**src/rtl/uart_axi_lite_bridge.sv**
```systemverilog
// UART-driven AXI-Lite initiator. Framed commands on rx become single
// 32-bit AXI-Lite reads/writes; acks or read data are returned on tx.
//   'W' a3 a2 a1 a0 d3 d2 d1 d0 -> write, reply 'K'
//   'R' a3 a2 a1 a0             -> read,  reply d3 d2 d1 d0
//   other                       -> reply '?'
// Ports: clk, resetn (async, active-low); AXI-Lite AW/W/B/AR/R initiator
// channels (o_axi_*/i_axi_*); o_busy (FSM not idle); tx/rx serial lines.
// Optional macro UART_BRIDGE_RX_TIMEOUT_EN: abandon a partial frame after
// TIMEOUT_CYCLES without a byte and reply 'T'.

// Show-ahead FIFO; head word is visible on o_rdata_c while not empty.
module uart_fifo #(
   parameter int unsigned W  = 8,
   parameter int unsigned AW = 4
) (
   input  logic         clk,
   input  logic         resetn,
   input  logic         i_wr,
   input  logic         i_rd,
   input  logic [W-1:0] i_wdata,
   output logic [W-1:0] o_rdata_c,
   output logic         o_full_c,
   output logic         o_empty_c
);
   localparam int unsigned DEPTH = 1 << AW;
   logic [W-1:0] r_mem [DEPTH];
   logic [AW:0]  r_wptr, r_rptr;
   logic         w_push, w_pop;

   assign o_empty_c = (r_wptr == r_rptr);
   assign o_full_c  = (r_wptr[AW] != r_rptr[AW]) && (r_wptr[AW-1:0] == r_rptr[AW-1:0]);
   assign w_push    = i_wr && !o_full_c;
   assign w_pop     = i_rd && !o_empty_c;
   assign o_rdata_c = r_mem[r_rptr[AW-1:0]];

   always_ff @(posedge clk) begin
      if (w_push) r_mem[r_wptr[AW-1:0]] <= i_wdata;
   end

   always_ff @(posedge clk or negedge resetn) begin
      if (!resetn) begin
         r_wptr <= '0;
         r_rptr <= '0;
      end else begin
         if (w_push) r_wptr <= r_wptr + (AW+1)'(1);
         if (w_pop)  r_rptr <= r_rptr + (AW+1)'(1);
      end
   end
endmodule

// 8N1 UART, 16x oversampling, with RX and TX FIFOs.
module uart_unit #(
   parameter int unsigned FIFO_AW = 4
) (
   input  logic        clk,
   input  logic        resetn,
   input  logic [10:0] i_dvsr,
   input  logic        i_rd_uart,
   input  logic        i_wr_uart,
   input  logic [7:0]  i_w_data,
   input  logic        i_rx,
   output logic        o_tx_full_c,
   output logic        o_rx_empty_c,
   output logic [7:0]  o_r_data_c,
   output logic        o_tx
);
   typedef enum logic [1:0] {S_IDLE, S_START, S_DATA, S_STOP} ser_state_t;

   logic [10:0] r_bcnt;
   logic        w_tick, r_rx_meta, r_rx_sync;
   ser_state_t  r_rx_st, w_rx_st_nxt, r_tx_st, w_tx_st_nxt;
   logic [3:0]  r_rx_s, w_rx_s_nxt, r_tx_s, w_tx_s_nxt;
   logic [2:0]  r_rx_n, w_rx_n_nxt, r_tx_n, w_tx_n_nxt;
   logic [7:0]  r_rx_b, w_rx_b_nxt, r_tx_b, w_tx_b_nxt, w_txf_data;
   logic        w_rx_done, w_tx_pop, w_tx_bit, w_txf_empty;

   assign w_tick = (r_bcnt == i_dvsr);

   // Receive: centre on the start bit, then sample every 16 ticks.
   always_comb begin
      w_rx_st_nxt = r_rx_st;
      w_rx_s_nxt  = r_rx_s;
      w_rx_n_nxt  = r_rx_n;
      w_rx_b_nxt  = r_rx_b;
      w_rx_done   = 1'b0;
      unique case (r_rx_st)
         S_IDLE: if (!r_rx_sync) begin w_rx_st_nxt = S_START; w_rx_s_nxt = '0; end
         S_START: if (w_tick) begin
            if (r_rx_s == 4'd7) begin
               w_rx_st_nxt = S_DATA; w_rx_s_nxt = '0; w_rx_n_nxt = '0;
            end else w_rx_s_nxt = r_rx_s + 4'd1;
         end
         S_DATA: if (w_tick) begin
            if (r_rx_s == 4'd15) begin
               w_rx_s_nxt = '0;
               w_rx_b_nxt = {r_rx_sync, r_rx_b[7:1]};
               if (r_rx_n == 3'd7) w_rx_st_nxt = S_STOP;
               else                w_rx_n_nxt  = r_rx_n + 3'd1;
            end else w_rx_s_nxt = r_rx_s + 4'd1;
         end
         S_STOP: if (w_tick) begin
            if (r_rx_s == 4'd15) begin w_rx_st_nxt = S_IDLE; w_rx_done = 1'b1; end
            else w_rx_s_nxt = r_rx_s + 4'd1;
         end
         default: w_rx_st_nxt = S_IDLE;
      endcase
   end

   // Transmit: pop one byte from the TX FIFO and shift it out LSB first.
   always_comb begin
      w_tx_st_nxt = r_tx_st;
      w_tx_s_nxt  = r_tx_s;
      w_tx_n_nxt  = r_tx_n;
      w_tx_b_nxt  = r_tx_b;
      w_tx_pop    = 1'b0;
      w_tx_bit    = 1'b1;
      unique case (r_tx_st)
         S_IDLE: if (!w_txf_empty) begin
            w_tx_pop = 1'b1; w_tx_b_nxt = w_txf_data; w_tx_st_nxt = S_START; w_tx_s_nxt = '0;
         end
         S_START: begin
            w_tx_bit = 1'b0;
            if (w_tick) begin
               if (r_tx_s == 4'd15) begin
                  w_tx_st_nxt = S_DATA; w_tx_s_nxt = '0; w_tx_n_nxt = '0;
               end else w_tx_s_nxt = r_tx_s + 4'd1;
            end
         end
         S_DATA: begin
            w_tx_bit = r_tx_b[0];
            if (w_tick) begin
               if (r_tx_s == 4'd15) begin
                  w_tx_s_nxt = '0;
                  w_tx_b_nxt = {1'b0, r_tx_b[7:1]};
                  if (r_tx_n == 3'd7) w_tx_st_nxt = S_STOP;
                  else                w_tx_n_nxt  = r_tx_n + 3'd1;
               end else w_tx_s_nxt = r_tx_s + 4'd1;
            end
         end
         S_STOP: if (w_tick) begin
            if (r_tx_s == 4'd15) w_tx_st_nxt = S_IDLE;
            else                 w_tx_s_nxt  = r_tx_s + 4'd1;
         end
         default: w_tx_st_nxt = S_IDLE;
      endcase
   end

   always_ff @(posedge clk or negedge resetn) begin
      if (!resetn) begin
         r_bcnt <= '0;  r_rx_meta <= 1'b1; r_rx_sync <= 1'b1;
         r_rx_st <= S_IDLE; r_rx_s <= '0; r_rx_n <= '0; r_rx_b <= '0;
         r_tx_st <= S_IDLE; r_tx_s <= '0; r_tx_n <= '0; r_tx_b <= '0;
         o_tx <= 1'b1;
      end else begin
         r_bcnt <= w_tick ? 11'd0 : r_bcnt + 11'd1;
         r_rx_meta <= i_rx;  r_rx_sync <= r_rx_meta;
         r_rx_st <= w_rx_st_nxt; r_rx_s <= w_rx_s_nxt; r_rx_n <= w_rx_n_nxt; r_rx_b <= w_rx_b_nxt;
         r_tx_st <= w_tx_st_nxt; r_tx_s <= w_tx_s_nxt; r_tx_n <= w_tx_n_nxt; r_tx_b <= w_tx_b_nxt;
         o_tx <= w_tx_bit;
      end
   end

   uart_fifo #(.W(8), .AW(FIFO_AW)) u_rx_fifo (
      .clk(clk), .resetn(resetn), .i_wr(w_rx_done), .i_rd(i_rd_uart), .i_wdata(r_rx_b),
      .o_rdata_c(o_r_data_c), .o_full_c(), .o_empty_c(o_rx_empty_c));

   uart_fifo #(.W(8), .AW(FIFO_AW)) u_tx_fifo (
      .clk(clk), .resetn(resetn), .i_wr(i_wr_uart), .i_rd(w_tx_pop), .i_wdata(i_w_data),
      .o_rdata_c(w_txf_data), .o_full_c(o_tx_full_c), .o_empty_c(w_txf_empty));
endmodule

module uart_axi_lite_bridge #(
   parameter int unsigned ADDR_WIDTH     = 32,
   parameter int unsigned DATA_WIDTH     = 32,
   parameter int unsigned FIFO_DEPTH_BIT = 4,
   parameter logic [10:0] DVSR           = 11'd53,
   parameter int unsigned TIMEOUT_CYCLES = 1_000_000
) (
   input  logic                    clk,
   input  logic                    resetn,
   output logic [ADDR_WIDTH-1:0]   o_axi_awaddr,
   output logic                    o_axi_awvalid,
   input  logic                    i_axi_awready,
   output logic [DATA_WIDTH-1:0]   o_axi_wdata,
   output logic [DATA_WIDTH/8-1:0] o_axi_wstrb,
   output logic                    o_axi_wvalid,
   input  logic                    i_axi_wready,
   input  logic                    i_axi_bvalid,
   output logic                    o_axi_bready,
   output logic [ADDR_WIDTH-1:0]   o_axi_araddr,
   output logic                    o_axi_arvalid,
   input  logic                    i_axi_arready,
   input  logic [DATA_WIDTH-1:0]   i_axi_rdata,
   input  logic                    i_axi_rvalid,
   output logic                    o_axi_rready,
   output logic                    o_busy,
   output logic                    tx,
   input  logic                    rx
);
   localparam logic [7:0] CMD_WR = 8'h57, CMD_RD = 8'h52;
   localparam logic [7:0] RSP_OK = 8'h4B, RSP_UNK = 8'h3F, RSP_TMO = 8'h54;

   typedef enum logic [2:0] {IDLE, GET_ADDR, GET_DATA, AXI_WR, AXI_B, AXI_AR, AXI_R, SEND} state_t;

   state_t                r_state, w_state_nxt;
   logic [1:0]            r_cnt, w_cnt_nxt;
   logic [DATA_WIDTH-1:0] r_shift, w_shift_nxt, w_word;
   logic [ADDR_WIDTH-1:0] w_awaddr_nxt, w_araddr_nxt;
   logic [DATA_WIDTH-1:0] w_wdata_nxt;
   logic r_is_wr, w_is_wr_nxt, r_aw_done, w_aw_done_nxt, r_w_done, w_w_done_nxt;
   logic w_awvalid_nxt, w_wvalid_nxt, w_bready_nxt, w_arvalid_nxt, w_rready_nxt;
   logic w_aw_hs, w_w_hs, w_rd_uart, w_wr_uart, w_rx_empty, w_tx_full;
   logic [7:0] w_r_data;
`ifdef UART_BRIDGE_RX_TIMEOUT_EN
   localparam int unsigned TMO_W = $clog2(TIMEOUT_CYCLES + 1);
   logic [TMO_W-1:0] r_tmo, w_tmo_nxt;
`endif

   assign w_word      = {r_shift[23:0], w_r_data};
   assign w_aw_hs     = o_axi_awvalid && i_axi_awready;
   assign w_w_hs      = o_axi_wvalid && i_axi_wready;
   assign o_axi_wstrb = '1;

   // Command decode, AXI sequencing and reply generation.
   always_comb begin
      w_state_nxt   = r_state;
      w_cnt_nxt     = r_cnt;
      w_shift_nxt   = r_shift;
      w_is_wr_nxt   = r_is_wr;
      w_awaddr_nxt  = o_axi_awaddr;
      w_araddr_nxt  = o_axi_araddr;
      w_wdata_nxt   = o_axi_wdata;
      w_awvalid_nxt = o_axi_awvalid;
      w_wvalid_nxt  = o_axi_wvalid;
      w_bready_nxt  = o_axi_bready;
      w_arvalid_nxt = o_axi_arvalid;
      w_rready_nxt  = o_axi_rready;
      w_aw_done_nxt = r_aw_done;
      w_w_done_nxt  = r_w_done;
      w_rd_uart     = 1'b0;
      w_wr_uart     = 1'b0;
      unique case (r_state)
         IDLE: if (!w_rx_empty) begin
            w_rd_uart = 1'b1;
            w_cnt_nxt = '0;
            if (w_r_data == CMD_WR || w_r_data == CMD_RD) begin
               w_is_wr_nxt = (w_r_data == CMD_WR);
               w_state_nxt = GET_ADDR;
            end else begin
               w_shift_nxt = {RSP_UNK, 24'h0};
               w_state_nxt = SEND;
            end
         end
         GET_ADDR: if (!w_rx_empty) begin
            w_rd_uart   = 1'b1;
            w_shift_nxt = w_word;
            w_cnt_nxt   = r_cnt + 2'd1;
            if (r_cnt == 2'd3) begin
               if (r_is_wr) begin
                  w_awaddr_nxt = w_word;
                  w_state_nxt  = GET_DATA;
               end else begin
                  w_araddr_nxt  = w_word;
                  w_arvalid_nxt = 1'b1;
                  w_state_nxt   = AXI_AR;
               end
            end
         end
         GET_DATA: if (!w_rx_empty) begin
            w_rd_uart   = 1'b1;
            w_shift_nxt = w_word;
            w_cnt_nxt   = r_cnt + 2'd1;
            if (r_cnt == 2'd3) begin
               w_wdata_nxt   = w_word;
               w_awvalid_nxt = 1'b1;
               w_wvalid_nxt  = 1'b1;
               w_state_nxt   = AXI_WR;
            end
         end
         // AW and W complete independently; move on once both have.
         AXI_WR: begin
            if (w_aw_hs) begin w_awvalid_nxt = 1'b0; w_aw_done_nxt = 1'b1; end
            if (w_w_hs)  begin w_wvalid_nxt  = 1'b0; w_w_done_nxt  = 1'b1; end
            if ((r_aw_done || w_aw_hs) && (r_w_done || w_w_hs)) begin
               w_aw_done_nxt = 1'b0;
               w_w_done_nxt  = 1'b0;
               w_bready_nxt  = 1'b1;
               w_state_nxt   = AXI_B;
            end
         end
         AXI_B: if (i_axi_bvalid) begin
            w_bready_nxt = 1'b0;
            w_shift_nxt  = {RSP_OK, 24'h0};
            w_cnt_nxt    = '0;
            w_state_nxt  = SEND;
         end
         AXI_AR: if (i_axi_arready) begin
            w_arvalid_nxt = 1'b0;
            w_rready_nxt  = 1'b1;
            w_state_nxt   = AXI_R;
         end
         AXI_R: if (i_axi_rvalid) begin
            w_rready_nxt = 1'b0;
            w_shift_nxt  = i_axi_rdata;
            w_cnt_nxt    = 2'd3;
            w_state_nxt  = SEND;
         end
         // r_cnt holds the number of reply bytes remaining minus one.
         SEND: if (!w_tx_full) begin
            w_wr_uart   = 1'b1;
            w_shift_nxt = {r_shift[23:0], 8'h00};
            w_cnt_nxt   = r_cnt - 2'd1;
            if (r_cnt == 2'd0) w_state_nxt = IDLE;
         end
         default: w_state_nxt = IDLE;
      endcase
`ifdef UART_BRIDGE_RX_TIMEOUT_EN
      // Idle-time counter runs only while a frame is partially received.
      w_tmo_nxt = '0;
      if ((r_state == GET_ADDR || r_state == GET_DATA) && w_rx_empty) begin
         if (r_tmo == TMO_W'(TIMEOUT_CYCLES - 1)) begin
            w_shift_nxt = {RSP_TMO, 24'h0};
            w_cnt_nxt   = '0;
            w_state_nxt = SEND;
         end else begin
            w_tmo_nxt = r_tmo + TMO_W'(1);
         end
      end
`endif
   end

   always_ff @(posedge clk or negedge resetn) begin
      if (!resetn) begin
         r_state <= IDLE;   r_cnt <= '0;   r_shift <= '0;   r_is_wr <= 1'b0;
         r_aw_done <= 1'b0; r_w_done <= 1'b0;
         o_axi_awaddr <= '0; o_axi_araddr <= '0; o_axi_wdata <= '0;
         o_axi_awvalid <= 1'b0; o_axi_wvalid <= 1'b0; o_axi_bready <= 1'b0;
         o_axi_arvalid <= 1'b0; o_axi_rready <= 1'b0; o_busy <= 1'b0;
`ifdef UART_BRIDGE_RX_TIMEOUT_EN
         r_tmo <= '0;
`endif
      end else begin
         r_state <= w_state_nxt; r_cnt <= w_cnt_nxt; r_shift <= w_shift_nxt; r_is_wr <= w_is_wr_nxt;
         r_aw_done <= w_aw_done_nxt; r_w_done <= w_w_done_nxt;
         o_axi_awaddr <= w_awaddr_nxt; o_axi_araddr <= w_araddr_nxt; o_axi_wdata <= w_wdata_nxt;
         o_axi_awvalid <= w_awvalid_nxt; o_axi_wvalid <= w_wvalid_nxt; o_axi_bready <= w_bready_nxt;
         o_axi_arvalid <= w_arvalid_nxt; o_axi_rready <= w_rready_nxt;
         o_busy <= (w_state_nxt != IDLE);
`ifdef UART_BRIDGE_RX_TIMEOUT_EN
         r_tmo <= w_tmo_nxt;
`endif
      end
   end

   uart_unit #(.FIFO_AW(FIFO_DEPTH_BIT)) u_uart (
      .clk(clk), .resetn(resetn), .i_dvsr(DVSR), .i_rd_uart(w_rd_uart), .i_wr_uart(w_wr_uart),
      .i_w_data(r_shift[31:24]), .i_rx(rx), .o_tx_full_c(w_tx_full), .o_rx_empty_c(w_rx_empty),
      .o_r_data_c(w_r_data), .o_tx(tx));
endmodule

```
**config.mk**
```make
export PLATFORM = sky130hd
export DESIGN_NAME = uart_axi_lite_bridge
export DESIGN_NICKNAME = d
export VERILOG_FILES = /design/src/rtl/uart_axi_lite_bridge.sv
export SDC_FILE = /design/constraint.sdc
export NUM_CORES = 1
export LEC_CHECK = 0
export BUFFER_PORTS_ARGS = -buffer_cell sky130_fd_sc_hd__buf_2
export CAP_MARGIN = 20
export CORE_MARGIN = 4
export CORE_UTILIZATION = 30
export DETAILED_ROUTE_END_ITERATION = 10
export GPL_ROUTABILITY_DRIVEN = 0
export GPL_TIMING_DRIVEN = 0
export PLACE_DENSITY = 0.53
export SYNTH_ARGS = -nofsm -noshare
export SYNTH_HDL_FRONTEND = slang
export SYNTH_SLANG_ARGS = --single-unit
```
**constraint.sdc**
```tcl
create_clock -name clk -period 9.1 [get_ports clk]
set_clock_uncertainty 0.1 [all_clocks]
set_input_delay 1.82 -clock clk [delete_from_list [all_inputs] [get_ports clk]]
set_output_delay 1.82 -clock clk [all_outputs]
set_load 0.01 [all_outputs]
```
==> qor.csv, run 1 <==
metric,value,unit
status,finished clean,
worst_pin_slew,1.14,ns
drv_cap,0,
cpMaxStageDelayCell,nor2_1,
numCtsBuffers,46,
ys_seq_area_frac,0.661,
cts_hold_buf,0,
wl,48900,um
drt-pass1-iter-count,6,
grt_pass1_vias,11700,
path_common_cell,nor2_1,
cp_slowest_stage_delay,0.92,ns
drc,0,
pwr-share-clk,0.314,
grt.total_usage,0.138,
fillers,6194,
setup_viol,0,
synth_edf_count,256,
vdd_ir_drop_max,0.138,mV
syn_inst,1297,
p_comb_frac,0.246,
start_kind,register,
mappedNetlistArea,19600,sq um
start_util,0.303,
cts_setup_buffers,0,
fin_crit,3.93,ns
drive_above_1_share,0.271,
critical_path_class,register to register,
worstPathRequired,9.16,ns
reg2reg_depth,8,
intPower,4.30,mW
grt_max_degree,112,
drt-vias-per-instance,4.79,
die_w,264,um
core_area,64600,sq um
final_max_slew_viol_count,0,
drt_iter0_markers,822,
cts.htree.levels,2,
cts_root_buf,clkbuf_16,
ys_ff_latch,466,
hold-path-cell-count,0,
synth_area_leaders,"edfxtp_1, dfrtp_1, mux4_2, mux2_2, nand2_1",
yosysUniqueCellTypes,74,
yosys_warnings,0,
timing.fmax,255,MHz
cp_cell_sequence,"inv_1, ha_1, or4b_1, nor3_1, o21ai_1, nor2_1, nand2_1, nor2_1",
cts_buffer_depth,3,
finalSetupTns,0,ns
insertion_delay,0.55,ns
p_switching,1.83,mW
worstHoldPathType,register to register,
final_util,0.356,
timing.final.crit_share,0.432,
p_seq_frac,0.440,
port_buffers,142,
cts_tree,yes,
arrival,3.99,ns
cp-end-kind,register,
synth_top_area_frac,0.392,
detail_route.wl_per_cell,20.4,um
async_reset_ff_frac,0.451,
rsz0062_at_grt,false,
dpl.hpwl,34500,um
yosys_most_used_dff,edfxtp_1,
dieHeight,264,um
worstPathMaxFanout,8,
finalNetCount,1565,
cts.sinks,466,
leakagePower,8.99,nW
grt_pass1_wl,75000,um
pin_count,147,
rows,93,
syn_avg_cell_area,15.1,sq um
grt_overflow,0,
syn_to_final_growth,17.4,%
powerDensity,266,nW/um^2
relSlewSlack,0.238,
cts.clk_slew.worst_paths,0.06,ns
hold_viol,0,
synth_top_area_cell,edfxtp_1,
ant_nets,0,
swShare,0.298,
cts_resized,0,
vias,11500,
die_area,69500,sq um
antenna_found_initial,4,
[worst max-delay path, delay by kind of cell (launching register included)]
kind | cells | cell delay, ns
compound gates | 1 | 0.15
fa+ha+maj | 1 | 0.13
buf+inv | 1 | 0.07
flops | 1 | 0.41
simple gates | 5 | 2.68
[state kept, by name, indices dropped and copies added, names as in the netlist, 3 cells and up]
register,cells
o_axi_araddr,32
o_axi_awaddr,32
o_axi_wdata,32
r_shift,32
r_state,3
u_uart.r_bcnt,11
u_uart.r_rx_b,8
u_uart.r_rx_n,3
u_uart.r_rx_s,4
u_uart.r_tx_b,8
u_uart.r_tx_n,3
u_uart.r_tx_s,4
u_uart.u_rx_fifo.r_mem,128
u_uart.u_rx_fifo.r_rptr,5
u_uart.u_rx_fifo.r_wptr,5
u_uart.u_tx_fifo.r_mem,128
u_uart.u_tx_fifo.r_rptr,5
u_uart.u_tx_fifo.r_wptr,5
[power by group through the flow]
stage / clock network, mW / registers [mW] / logic, mW
2_1_floorplan: 0 / 2.64 / 1.14
3_3_place_gp: 0 / 2.73 / 1.50
3_5_place_dp: 0 / 2.74 / 1.52
4_1_cts: 1.97 / 2.70 / 1.53
5_1_grt: 2.07 / 2.73 / 1.65
6_report: 1.92 / 2.70 / 1.51
[cell usage in the layout (no fill, tap or decap), types with 21 or more instances in the layout]
master	n
nand2_1	164
xnor2_1	24
clkbuf_1	51
ha_1	28
mux2i_1	22
inv_1	21
a21oi_1	37
nor2_1	70
o21ai_0	47
a22o_1	22
clkbuf_16	49
buf_2	151
dfrtp_1	207
mux2_2	67
mux2_4	27
mux4_2	67
edfxtp_1	256
[metrics by stage]
stage	cell area, sq um	hold WS (ns)	power, mW	setup slack, ns	cells
after floorplan	19600	0.245	3.78	5.58	1300
after global placement	21400	0.249	4.23	2.38	2297
after detailed placement	21500	0.249	4.26	5.18	2304
after CTS	23000	0.257	6.20	5.17	2390
after global routing	23000	0.263	6.45	4.89	2392
final	23000	0.256	6.13	5.17	2392
[cells in the mapped netlist (all sizes together) (4+ instances only)]
cell type and number:
nand3b 4, o21ai 58, nor2b 7, clkbuf 38, xnor2 25, nor2 70, mux4 68, and2 8
a221oi 4, nor4 5, o22ai 4, edfxtp 256, nand2b 11, a22o 22, buf 30, dfrtp 207
nand3 17, mux2 97, a21oi 37, nor3 15, ha 28, nand2 164, nand4 6, inv 22
and3 5, xor2 13, mux2i 25
[area by class of cell]
cell class / instances / area, sq um / area share
Tap cell: 855 / 1070 / 0.0465
Sequential cell: 466 / 12900 / 0.563
Multi-Input combinational cell: 744 / 6210 / 0.270
Clock buffer: 69 / 1370 / 0.0596
Timing Repair Buffer: 149 / 783 / 0.0340
Inverter: 22 / 82.6 / 0.00359
Antenna cell: 2 / 5.00 / 0.000217
Buffer: 68 / 392 / 0.0170
Clock inverter: 17 / 150 / 0.00652
[cell families after synthesis]
group / synth area share
flops: 0.661
simple gates: 0.0756
mux: 0.153
compound gates: 0.0513
buf+inv: 0.0242
xor+xnor: 0.0174
fa+ha+maj: 0.0179
other cells: 0.000191
[routing by layer]
metal  part of all wire  vias up  wire length (um)  GRT usage
met5            0.00031        -                15          0
li1                   -     5219                 -          -
met2               0.47      217             23200      0.221
met3              0.049       72              2400     0.0274
met4              0.019        4               942     0.0284
met1               0.46     5945             22400      0.198
[worst paths after layout]
| path | start | slack, ns | end |
|---|---|---|---|
| setup / recovery | u_uart.r_bcnt[1] | 5.17 | u_uart.u_rx_fifo.r_mem[7][4] |
| hold / removal | u_uart.r_rx_meta | 0.26 | u_uart.r_rx_sync |
| setup reg to reg | u_uart.r_bcnt[1] | 5.17 | u_uart.u_rx_fifo.r_mem[7][4] |
| hold reg to reg | u_uart.r_rx_meta | 0.26 | u_uart.r_rx_sync |
| max in group asynchronous | resetn | 6.60 | u_uart.r_tx_b[3] |
| min in group asynchronous | resetn | 1.22 | o_axi_wdata[27] |
(Power assumes the default switching activity.)
==> run 2, diff against run 1 <==
Settings changed: ABC_AREA from default to 1, PLACE_DENSITY 0.53 to 0.52.
Clock period 9.1 ns to 3.8 ns, I/O delays scaled along.
==> qor.csv, run 2 <==
metric,value,unit,change
status,finished clean,,
die_area,71100,sq um,+2.3%
worstReg2RegEnd,u_uart.u_rx_fifo.r_mem[15][5],,
syn_inst,1981,,+53%
cp-end-kind,register,,
pre_cts_slack,0.461,ns,-4.72 ns
drv_cap,0,,unchanged
async_reset_ff_frac,0.451,,unchanged
leakagePower,9.81,nW,+9.1%
worstPathMaxFanout,9,,+1
worstPathRequired,3.90,ns,-5.26 ns
cts.htree.levels,2,,unchanged
worst-path-buf-inv,1,,unchanged
insertion_delay,0.59,ns,+0.04 ns
arrival,3.44,ns,-0.55 ns
ys_seq_area_frac,0.646,,-0.0150
grt_max_degree,112,,unchanged
worstHoldPathType,primary input to asynchronous set/reset pin,,
syn_to_final_growth,16.6,%,
synth_most_common_cell,nand2_1,,
vdd_ir_drop_max,0.380,mV,+180%
vias,14700,,+29%
rows,94,,+1.1%
synth_area_leaders,"edfxtp_1, dfrtp_1, nand2_1, o21ai_0, nor2_1",,
reg2reg_from,u_uart.r_bcnt[1],,
timing.fmax,299,MHz,+17%
cp_slowest_stage_delay,0.76,ns,-0.16 ns
drt_iter0_markers,1229,,+50%
postLayoutSetupSlackWorst,0.454,ns,-4.72 ns
drt-pass1-iter-count,7,,+1
synth_top_area_cell,edfxtp_1,,
yosysUniqueCellTypes,45,,-39%
seqCellArea,12900,sq um,unchanged
grt_overflow,0,,unchanged
detail_route.wl_per_cell,18.4,um,-10%
synth_edf_count,256,,unchanged
cts_buffer_depth,3,,unchanged
worst_pin_slew,1.01,ns,-0.131 ns
critical_path_class,register to register,,
synth_common_cells,"nand2_1, o21ai_0, edfxtp_1",,
wl,56700,um,+16%
cts_resized,0,,unchanged
synth_adder_area_share,0.0175,,-0.000406
setup_viol,0,,unchanged
multiInputGateArea,6070,sq um,-2.3%
cts_root_buf,clkbuf_16,,
ys_ff_latch,466,,unchanged
start_kind,register,,
grt_pass1_wl,86700,um,+16%
dpl.cell_count,2991,,+30%
synth-simple-area-share,0.175,,+0.0996
final_util,0.355,,-0.00176
syn_avg_cell_area,10.1,sq um,-33%
cts_hold_buf,0,,unchanged
rrSetupSlack,0.45,ns,-4.72 ns
reg2reg_depth,10,,+2
timing.final.crit_share,0.880,,+0.449
drc,0,,unchanged
core_area,66000,sq um,+2.2%
layout.cells.non_filler,3084,,+29%
cp.depth,10,,+2
fin_crit,3.35,ns,-0.582 ns
rsz0062_at_grt,false,,
synthMuxAreaShare,0.00668,,-0.146
final_common_cell,nand2_1,,
fillers,6589,,+6.4%
cp_top_family,simple AND/OR/NAND/NOR gates,,
hold_viol,0,,unchanged
yosys_most_used_dff,edfxtp_1,,
cts_tree,yes,,
cts_setup_buffers,0,,unchanged
dpl.hpwl,39200,um,+14%
cts.clk_slew.worst_paths,0.06,ns,about the same
cpMaxStageDelayCell,nor2_1,,
cp_cell_sequence,"inv_1, ha_1, nand2_1, nor3_1, nand4_1, nor2_1, nand2_1, nor2_1, nand2_1, nor2_1",,
start_util,0.304,,+0.000462
die_w,267,um,+1.1%
finalNetCount,2245,,+43%
synth_top_area_frac,0.383,,-0.00891
mostFrequentLayoutCells,"nand2_1, o21ai_0, edfxtp_1",,
numCtsBuffers,48,,+4.3%
synth_compound_area_frac,0.0887,,+0.0374
relSlewSlack,0.326,,+0.0876
finalPower,9.89,mW,+61%
dieHeight,267,um,+1.1%
synth_top_family_by_area,simple AND/OR/NAND/NOR gates,,
yosys_warnings,0,,unchanged
final_max_slew_viol_count,0,,unchanged
drt-vias-per-instance,4.78,,-0.28%
grt.total_usage,0.157,,+0.0186
antenna_found_initial,4,,unchanged
port_buffers,142,,unchanged
grt_pass1_vias,14500,,+24%
drive_above_1_share,0.135,,-0.136
ant_nets,0,,unchanged
synthXorXnorAreaFrac,0.0140,,-0.00339
mappedNetlistArea,20100,sq um,+2.3%
powerDensity,423,nW/um^2,+59%
cts.sinks,466,,unchanged
pin_count,147,,unchanged
-- run 2: changes by cell type after synthesis, sizes merged, moves of 24 or more --
cell / delta
nand3: +110
mux2i: -24
nor2: +173
mux2: -86
nand2: +279
mux4: -68
inv: +130
o21ai: +221
-- run 2: cell families after synthesis --
logic type | Yosys count
adder cells (fa/ha/maj) | 28
buffers and inverters | 247
other | 1
AND/OR/NAND/NOR | 854
flip-flops | 466
AO/OA/AOI/OAI | 341
XOR/XNOR | 32
multiplexers | 12
-- run 2: through the flow --
| step | hold slack [ns] | cell area [sq um] | setup TNS, ns |
|---|---|---|---|
| finish | 0.0843 | 23400 | 0 |
| global route | 0.156 | 23400 | 0 |
| CTS | 0.142 | 23400 | 0 |
| detailed placement | 0.248 | 21900 | 0 |
| global placement | 0.249 | 21900 | -375.19 |
| floorplan | 0.245 | 20100 | 0 |
-- run 2: area by class of cell --
type / instances / area share
diodes: 4 / 0.000428
plain buffers: 94 / 0.0202
clock buffers: 61 / 0.0557
clock inverters: 28 / 0.00792
inverters: 153 / 0.0247
multi-input cells: 1271 / 0.260
flip-flops and latches: 466 / 0.553
well taps: 864 / 0.0462
repair buffers: 143 / 0.0320
-- run 2: how the worst max path moves through the flow --
stage / from / slack [ns] / end
after CTS: u_uart.r_bcnt[1] / 0.45 / u_uart.u_rx_fifo.r_mem[15][7]
after floorplan: u_uart.r_bcnt[1] / 1.46 / u_uart.u_rx_fifo.r_mem[15][0]
after global routing: u_uart.r_bcnt[1] / 0.18 / u_uart.u_rx_fifo.r_mem[15][0]
after detailed placement: u_uart.r_bcnt[1] / 0.46 / u_uart.u_rx_fifo.r_mem[15][4]
after global placement: resetn / -1.83 / u_uart.r_rx_b[5]
final: u_uart.r_bcnt[1] / 0.45 / u_uart.u_rx_fifo.r_mem[15][5]
-- run 2: where the power goes --
part           switching, mW  total, mW  internal (mW)
clock network           2.01       4.51           2.51
registers           0.000414       5.30           5.30
logic                 0.0608     0.0825         0.0217
total                   2.07       9.89           7.82
-- run 2: per-layer routing --
metal	part of all wire	GRT usage	vias to the layer above
li1	-	-	7034
met1	0.44	0.217	7215
met2	0.47	0.256	393
met3	0.056	0.0271	88
met4	0.024	0.0441	0
met5	0	0	-
